### src/rtl/circuit_evaluator_if.sv
// Result stream of the circuit evaluator.
//   master : drives res_valid plus the per-vector result fields, samples res_ready
//   slave  : consumes results and drives res_ready
// A result transfers on a clk edge where res_valid && res_ready.
interface circuit_evaluator_if #(
  parameter int IN_WIDTH = 2,
  parameter int CW       = 7
);
  logic                res_valid;
  logic                res_ready;
  logic [IN_WIDTH-1:0] res_vector;
  logic [CW-1:0]       res_ones;
  logic [CW-1:0]       res_toggles;
  logic                res_value;
  logic                res_unstable;

  modport master (
    output res_valid, res_vector, res_ones, res_toggles, res_value, res_unstable,
    input  res_ready
  );

  modport slave (
    input  res_valid, res_vector, res_ones, res_toggles, res_value, res_unstable,
    output res_ready
  );
endinterface

### src/rtl/circuit_evaluator.sv
// Stimulus/response harness for small evolved circuits.
// Walks every input vector in ascending order. Each vector is applied, left to
// settle, and the circuit output is then sampled over a fixed window. Each
// vector is classified as stable-0, stable-1 or unstable, and its result is
// streamed over a valid/ready handshake. The full truth table and the
// instability map are assembled along the way.
// Ports:
//   clk, reset_n   clock, synchronous active-low reset
//   start          one-cycle evaluation request (ignored while busy)
//   busy, done     run in progress / one-cycle completion pulse
//   dut_in         registered stimulus to the circuit under test
//   dut_out        circuit output, asynchronous to clk
//   truth_table    bit k = stable-1 result of vector k
//   unstable_map   bit k = unstable result of vector k
//   res            per-vector result stream (master side)
module circuit_evaluator #(
  parameter int  IN_WIDTH      = 2,
  parameter int  SETTLE_CYCLES = 16,
  parameter int  SAMPLE_CYCLES = 64,
  localparam int CW            = $clog2(SAMPLE_CYCLES + 1),
  localparam int NV            = 1 << IN_WIDTH,
  localparam int MAXC          = (SETTLE_CYCLES > SAMPLE_CYCLES) ? SETTLE_CYCLES : SAMPLE_CYCLES,
  localparam int CNTW          = $clog2(MAXC + 1)
) (
  input  logic                clk,
  input  logic                reset_n,
  input  logic                start,
  output logic                busy,
  output logic                done,
  output logic [IN_WIDTH-1:0] dut_in,
  input  logic                dut_out,
  output logic [NV-1:0]       truth_table,
  output logic [NV-1:0]       unstable_map,
  circuit_evaluator_if.master res
);

  typedef enum logic [2:0] {IDLE, APPLY, SETTLE, SAMPLE, REPORT, FINISH} state_t;

  state_t              state;
  logic                sync_p0;
  logic                sync_p1;
  logic                prev_p2;
  logic [IN_WIDTH-1:0] vec;
  logic [CNTW-1:0]     cnt;
  logic [CW-1:0]       ones;
  logic [CW-1:0]       toggles;
  logic [CW-1:0]       ones_nxt;
  logic [CW-1:0]       toggles_nxt;

  // Stage p0/p1: two-flop synchronizer for the asynchronous circuit output
  always_ff @(posedge clk) begin
    if (!reset_n) begin
      sync_p0 <= 1'b0;
      sync_p1 <= 1'b0;
    end else begin
      sync_p0 <= dut_out;
      sync_p1 <= sync_p0;
    end
  end

  // Accumulator values including the current sample; the first sample of a
  // window (cnt == 0) has no predecessor and cannot count as a toggle.
  always_comb begin
    ones_nxt    = ones + CW'(sync_p1);
    toggles_nxt = toggles;
    if (cnt != '0 && sync_p1 != prev_p2)
      toggles_nxt = toggles + CW'(1);
  end

  // Stage p2: sequencing, sample accumulation and result registers
  always_ff @(posedge clk) begin
    if (!reset_n) begin
      state            <= IDLE;
      busy             <= 1'b0;
      done             <= 1'b0;
      dut_in           <= '0;
      vec              <= '0;
      cnt              <= '0;
      ones             <= '0;
      toggles          <= '0;
      prev_p2          <= 1'b0;
      truth_table      <= '0;
      unstable_map     <= '0;
      res.res_valid    <= 1'b0;
      res.res_vector   <= '0;
      res.res_ones     <= '0;
      res.res_toggles  <= '0;
      res.res_value    <= 1'b0;
      res.res_unstable <= 1'b0;
    end else begin
      done <= 1'b0;
      case (state)
        IDLE: begin
          if (start) begin
            truth_table  <= '0;
            unstable_map <= '0;
            vec          <= '0;
            busy         <= 1'b1;
            state        <= APPLY;
          end
        end
        APPLY: begin
          dut_in  <= vec;
          cnt     <= '0;
          ones    <= '0;
          toggles <= '0;
          state   <= SETTLE;
        end
        SETTLE: begin
          if (cnt == CNTW'(SETTLE_CYCLES - 1)) begin
            cnt   <= '0;
            state <= SAMPLE;
          end else begin
            cnt <= cnt + CNTW'(1);
          end
        end
        SAMPLE: begin
          ones    <= ones_nxt;
          toggles <= toggles_nxt;
          prev_p2 <= sync_p1;
          if (cnt == CNTW'(SAMPLE_CYCLES - 1)) begin
            cnt              <= '0;
            res.res_valid    <= 1'b1;
            res.res_vector   <= vec;
            res.res_ones     <= ones_nxt;
            res.res_toggles  <= toggles_nxt;
            res.res_value    <= (ones_nxt == CW'(SAMPLE_CYCLES));
            res.res_unstable <= (ones_nxt != '0 && ones_nxt != CW'(SAMPLE_CYCLES)) ||
                                (toggles_nxt != '0);
            state            <= REPORT;
          end else begin
            cnt <= cnt + CNTW'(1);
          end
        end
        REPORT: begin
          // Stalls here under back-pressure: dut_in holds and nothing is sampled.
          if (res.res_ready) begin
            res.res_valid     <= 1'b0;
            truth_table[vec]  <= res.res_value;
            unstable_map[vec] <= res.res_unstable;
            if (&vec) begin
              done  <= 1'b1;
              busy  <= 1'b0;
              state <= FINISH;
            end else begin
              vec   <= vec + IN_WIDTH'(1);
              state <= APPLY;
            end
          end
        end
        FINISH: begin
          state <= IDLE;
        end
        default: begin
          state <= IDLE;
        end
      endcase
    end
  end

endmodule

### src/flat_wrapper.sv
// flat-port wrapper written by rule: the top's interface ports become plain ports
module circuit_evaluator_flat 
#(
  parameter int  IN_WIDTH      = 2,
  parameter int  SETTLE_CYCLES = 16,
  parameter int  SAMPLE_CYCLES = 64,
  localparam int CW            = $clog2(SAMPLE_CYCLES + 1),
  localparam int NV            = 1 << IN_WIDTH,
  localparam int MAXC          = (SETTLE_CYCLES > SAMPLE_CYCLES) ? SETTLE_CYCLES : SAMPLE_CYCLES,
  localparam int CNTW          = $clog2(MAXC + 1)
)
  (clk, reset_n, start, busy, done, dut_in, dut_out, truth_table, unstable_map, res_res_valid, res_res_vector, res_res_ones, res_res_toggles, res_res_value, res_res_unstable, res_res_ready);
  circuit_evaluator_if #(.IN_WIDTH(IN_WIDTH), .CW((7))) res_i ();
  input  logic clk;
  input  logic reset_n;
  input  logic start;
  output logic busy;
  output logic done;
  output logic [IN_WIDTH-1:0] dut_in;
  input  logic dut_out;
  output logic [NV-1:0] truth_table;
  output logic [NV-1:0] unstable_map;
  output wire logic [$bits(res_i.res_valid)-1:0] res_res_valid;
  output wire logic [$bits(res_i.res_vector)-1:0] res_res_vector;
  output wire logic [$bits(res_i.res_ones)-1:0] res_res_ones;
  output wire logic [$bits(res_i.res_toggles)-1:0] res_res_toggles;
  output wire logic [$bits(res_i.res_value)-1:0] res_res_value;
  output wire logic [$bits(res_i.res_unstable)-1:0] res_res_unstable;
  input wire logic [$bits(res_i.res_ready)-1:0] res_res_ready;
  assign res_res_valid = res_i.res_valid;
  assign res_res_vector = res_i.res_vector;
  assign res_res_ones = res_i.res_ones;
  assign res_res_toggles = res_i.res_toggles;
  assign res_res_value = res_i.res_value;
  assign res_res_unstable = res_i.res_unstable;
  assign res_i.res_ready = res_res_ready;
  circuit_evaluator #(.IN_WIDTH(IN_WIDTH), .SETTLE_CYCLES(SETTLE_CYCLES), .SAMPLE_CYCLES(SAMPLE_CYCLES)) u_core (.clk(clk), .reset_n(reset_n), .start(start), .busy(busy), .done(done), .dut_in(dut_in), .dut_out(dut_out), .truth_table(truth_table), .unstable_map(unstable_map), .res(res_i));
endmodule
### config.mk
export PLATFORM = sky130hd
export DESIGN_NAME = circuit_evaluator_flat
export DESIGN_NICKNAME = d
export VERILOG_FILES = /design/src/rtl/circuit_evaluator_if.sv /design/src/rtl/circuit_evaluator.sv /design/src/flat_wrapper.sv
export SDC_FILE = /design/constraint.sdc
export NUM_CORES = 1
export LEC_CHECK = 0
export CORE_ASPECT_RATIO = 1.2
export CORE_MARGIN = 2
export CORE_UTILIZATION = 41
export CTS_CLUSTER_SIZE = 8
export DETAILED_ROUTE_END_ITERATION = 7
export PLACE_DENSITY_LB_ADDON = 0.25
export SYNTH_ARGS = -nofsm -noshare
export SYNTH_HDL_FRONTEND = slang
export SYNTH_SLANG_ARGS = --single-unit
### constraint.sdc
create_clock -name clk -period 2.2 [get_ports clk]
set_input_delay 0.44 -clock clk [delete_from_list [all_inputs] [get_ports clk]]
set_output_delay 0.44 -clock clk [all_outputs]
set_load 0.005 [all_outputs]
==> impl_metrics.ini <==
[power_and_ir_drop]
ir_worst_vdd_v = 0.0004541
total_power_mw = 2.325
power_leakage_nw = 1.259
power_density_nw_per_um2 = 654.7

[final_layout]
multi_input_area_um2 = 1493
fill_cells = 626
layout.area.seq_um2 = 1201
drive_above_1_share_pct = 10.46
final_cell_area_um2 = 3552
fin_util_pct = 54.43
area_growth_pct = 27.02
diodes = 0
nets = 401

[worst_hold_path]
whs_endpoint = u_core.sync_p1
whs_path_depth = 1
min_from = u_core.sync_p0
hp-class = reg -> reg

[synthesis]
yosys.area_share.simple_pct = 22.86
synthMuxAreaShare_pct = 1.566
yosys.area.top_type = dfxtp_1
yosys.area.top_type_share_pct = 42.95
synth-compound-area-share_pct = 19.82
synthTopCellsByCount = dfxtp_1, nor2_1, nand2_1
syn_avg_cell_area_um2 = 8.225
synthesis.area_um2 = 2796
synth_top_family_by_area = simple AND/OR/NAND/NOR gates
synth_edf_count = 0
ys_types = 48
synth_xor_area_share_pct = 4.698
async_flop_share_pct = 0
synth_nets = 354
syn_inst = 340
yosys_warnings = 0
ys_seq_area_share_pct = 42.95
synthAdderAreaFrac_pct = 4.027
synth_ff_type = dfxtp_1
yosys_register_bits = 60
yosys.cell_count.top_type = dfxtp_1
netlist_top_cells_area = dfxtp_1, nor2_1, a21oi_1

[clock_network]
cts.sinks = 60
cts.clk_slew.worst_paths_ns = 0.07
cts_root_buf = clkbuf_8
worstSkewPairLatency_ns = 0.34
cts_max_level = 3
clock_path_buffers = 2
numCtsBuffers = 9
cts_tree = done

[routing]
avgViaCountPerCell = 5.354
drc = 0
wire_per_inst_um = 13.73
via_count = 2554
drtIter0Drc = 98
totalWireLength_mm = 6.547
final_antenna_net_count = 0
first_pass_iters = 4

[critical_path]
rr_endpoint = u_core.toggles[3]
cp_max_fo = 6
r2r_setup_slack_ns = 0.26
end_kind = flip-flop
critical_path_class = reg -> reg
ff2ff_path_depth = 7
r2r_start = u_core.cnt[0]
worstPathRequired_ns = 2.43
crit_arrival_ns = 2.16
worstSetupStartpointType = flip-flop

[global_routing]
met1_usage_pct = 23.29
grt_use_met3_pct = 4.685
met2_usage_pct = 30.65
grt_pass1_vias = 2441
grt_max_degree = 24
overflow = 0
busiest_layer = met2
grt_pass1_wl_mm = 11.05
track_usage_pct = 18.84
antenna_found_initial = 0

[floorplan]
die_area_um2 = 7500
core_area_um2 = 6526
die_w_um = 79.39
initial_utilization_pct = 42.85
ios = 36
fp-row-count = 32
fp.dieH_um = 94.47

[place]
io_buffers = 35
dpl.hpwl_mm = 4.671
postPlaceCellArea_um2 = 3324
place_congestion = 0.8350

[timing]
slew_headroom_pct = 51.20
fin_skew_ns = 0.006328
fin_tns_setup_ns = 0
period_minus_slack_ns = 1.936
fin_crit_sh_pct = 88.00
worst_slew_pin_slew_ns = 0.7243
slew_violations = 0
finalHoldViolCount = 0
timing.fmax_ghz = 0.5165
rsz0062_at_grt = no
setup_viol = 0

[job]
max_cap_violations = 0

[outcome]
outcome = complete, no violations
[how the worst max path moves through the flow]
| stage | slack, ns | start | depth (start not counted) | end |
|---|---|---|---|---|
| 6_report | 0.26 | u_core.cnt[0] | 7 | u_core.toggles[3] |
| 3_5_place_dp | 0.05 | u_core.cnt[0] | 7 | u_core.res.res_unstable |
| 2_1_floorplan | 0.39 | u_core.cnt[0] | 7 | u_core.res.res_unstable |
| 5_1_grt | 0.09 | u_core.cnt[0] | 7 | u_core.res.res_unstable |
| 4_1_cts | 0.06 | u_core.cnt[0] | 7 | u_core.res.res_unstable |
| 3_3_place_gp | 0.15 | u_core.cnt[0] | 7 | u_core.res.res_unstable |
[state kept, by name, summed over array words and instances (netlist names), 2 cells and up]
| register | count |
|---|---|
| u_core.cnt | 7 |
| u_core.dut_in | 2 |
| u_core.ones | 7 |
| u_core.res.res_ones | 7 |
| u_core.res.res_toggles | 7 |
| u_core.res.res_vector | 2 |
| u_core.state | 3 |
| u_core.toggles | 7 |
| u_core.truth_table | 4 |
| u_core.unstable_map | 4 |
| u_core.vec | 2 |
[report_power, final]
| part | internal (mW) | switching, mW |
|---|---|---|
| logic | 0.0487 | 0.0829 |
| clock network | 0.637 | 0.452 |
| registers | 1.09 | 0.00993 |
| total | 1.78 | 0.545 |
[routing by layer]
| layer | wire, µm | share of wire, % |
|---|---|---|
| met5 | 0 | 0 |
| met4 | 140 | 2.1 |
| met3 | 297 | 4.5 |
| met2 | 3153 | 48 |
| met1 | 2956 | 45 |
[per-stage QoR]
| stage | cells | worst slack, ns | hold slack, ns |
|---|---|---|---|
| finish | 477 | 0.2639 | 0.4360 |
| global route | 477 | 0.09094 | 0.4705 |
| CTS | 477 | 0.05584 | 0.4423 |
| detailed placement | 461 | 0.05212 | 0.4243 |
| global placement | 461 | 0.1517 | 0.4136 |
| floorplan | 340 | 0.3862 | 0.4118 |
[worst max-delay path, stage by stage (launching register included)]
cell      delay, ns
dfxtp_1        0.37
inv_1          0.07
ha_1           0.18
nor3b_2        0.19
a211oi_1       0.42
mux2_2         0.38
a22oi_1        0.15
nor2_1         0.06
[kinds of logic after synthesis]
family          after synthesis
simple gates                137
compound gates               87
buf+inv                      28
fa+ha+maj                     9
xor+xnor                     15
flops                        60
mux                           4
[cells in the final DEF, fill, tap and decap left out, types with 3 or more instances in the layout]
master | Yosys | final
a211oi_1 | 10 | 10
a21oi_1 | 28 | 28
a22oi_1 | 13 | 13
and2_1 | 8 | 8
and3_1 | 5 | 5
buf_4 | 1 | 16
clkbuf_8 | 0 | 9
clkdlybuf4s50_1 | 0 | 35
dfxtp_1 | 60 | 60
ha_1 | 9 | 9
inv_1 | 11 | 11
mux2_2 | 3 | 3
nand2_1 | 34 | 34
nand2b_1 | 3 | 3
nand3_1 | 9 | 9
nor2_1 | 52 | 52
nor3_1 | 10 | 10
o21a_1 | 3 | 3
o21ai_0 | 16 | 16
xnor2_1 | 8 | 8
xor2_1 | 7 | 7
[final cells by class]
| cell class | count | area share, % |
|---|---|---|
| timing repair buffer | 52 | 13.81 |
| tap | 85 | 2.994 |
| clock inverter | 6 | 2.501 |
| sequential | 60 | 33.81 |
| inverter | 12 | 1.268 |
| clock buffer | 10 | 3.593 |
| multi-input combinational | 252 | 42.02 |
[repair_timing]
action	4_1_cts	5_1_grt
setup buffers	0	0
hold buffers	0	0
resized for setup	0	3
hold endpoints to repair	0	0
setup endpoints to repair	0	5
Power figures use the tool's default switching activity.
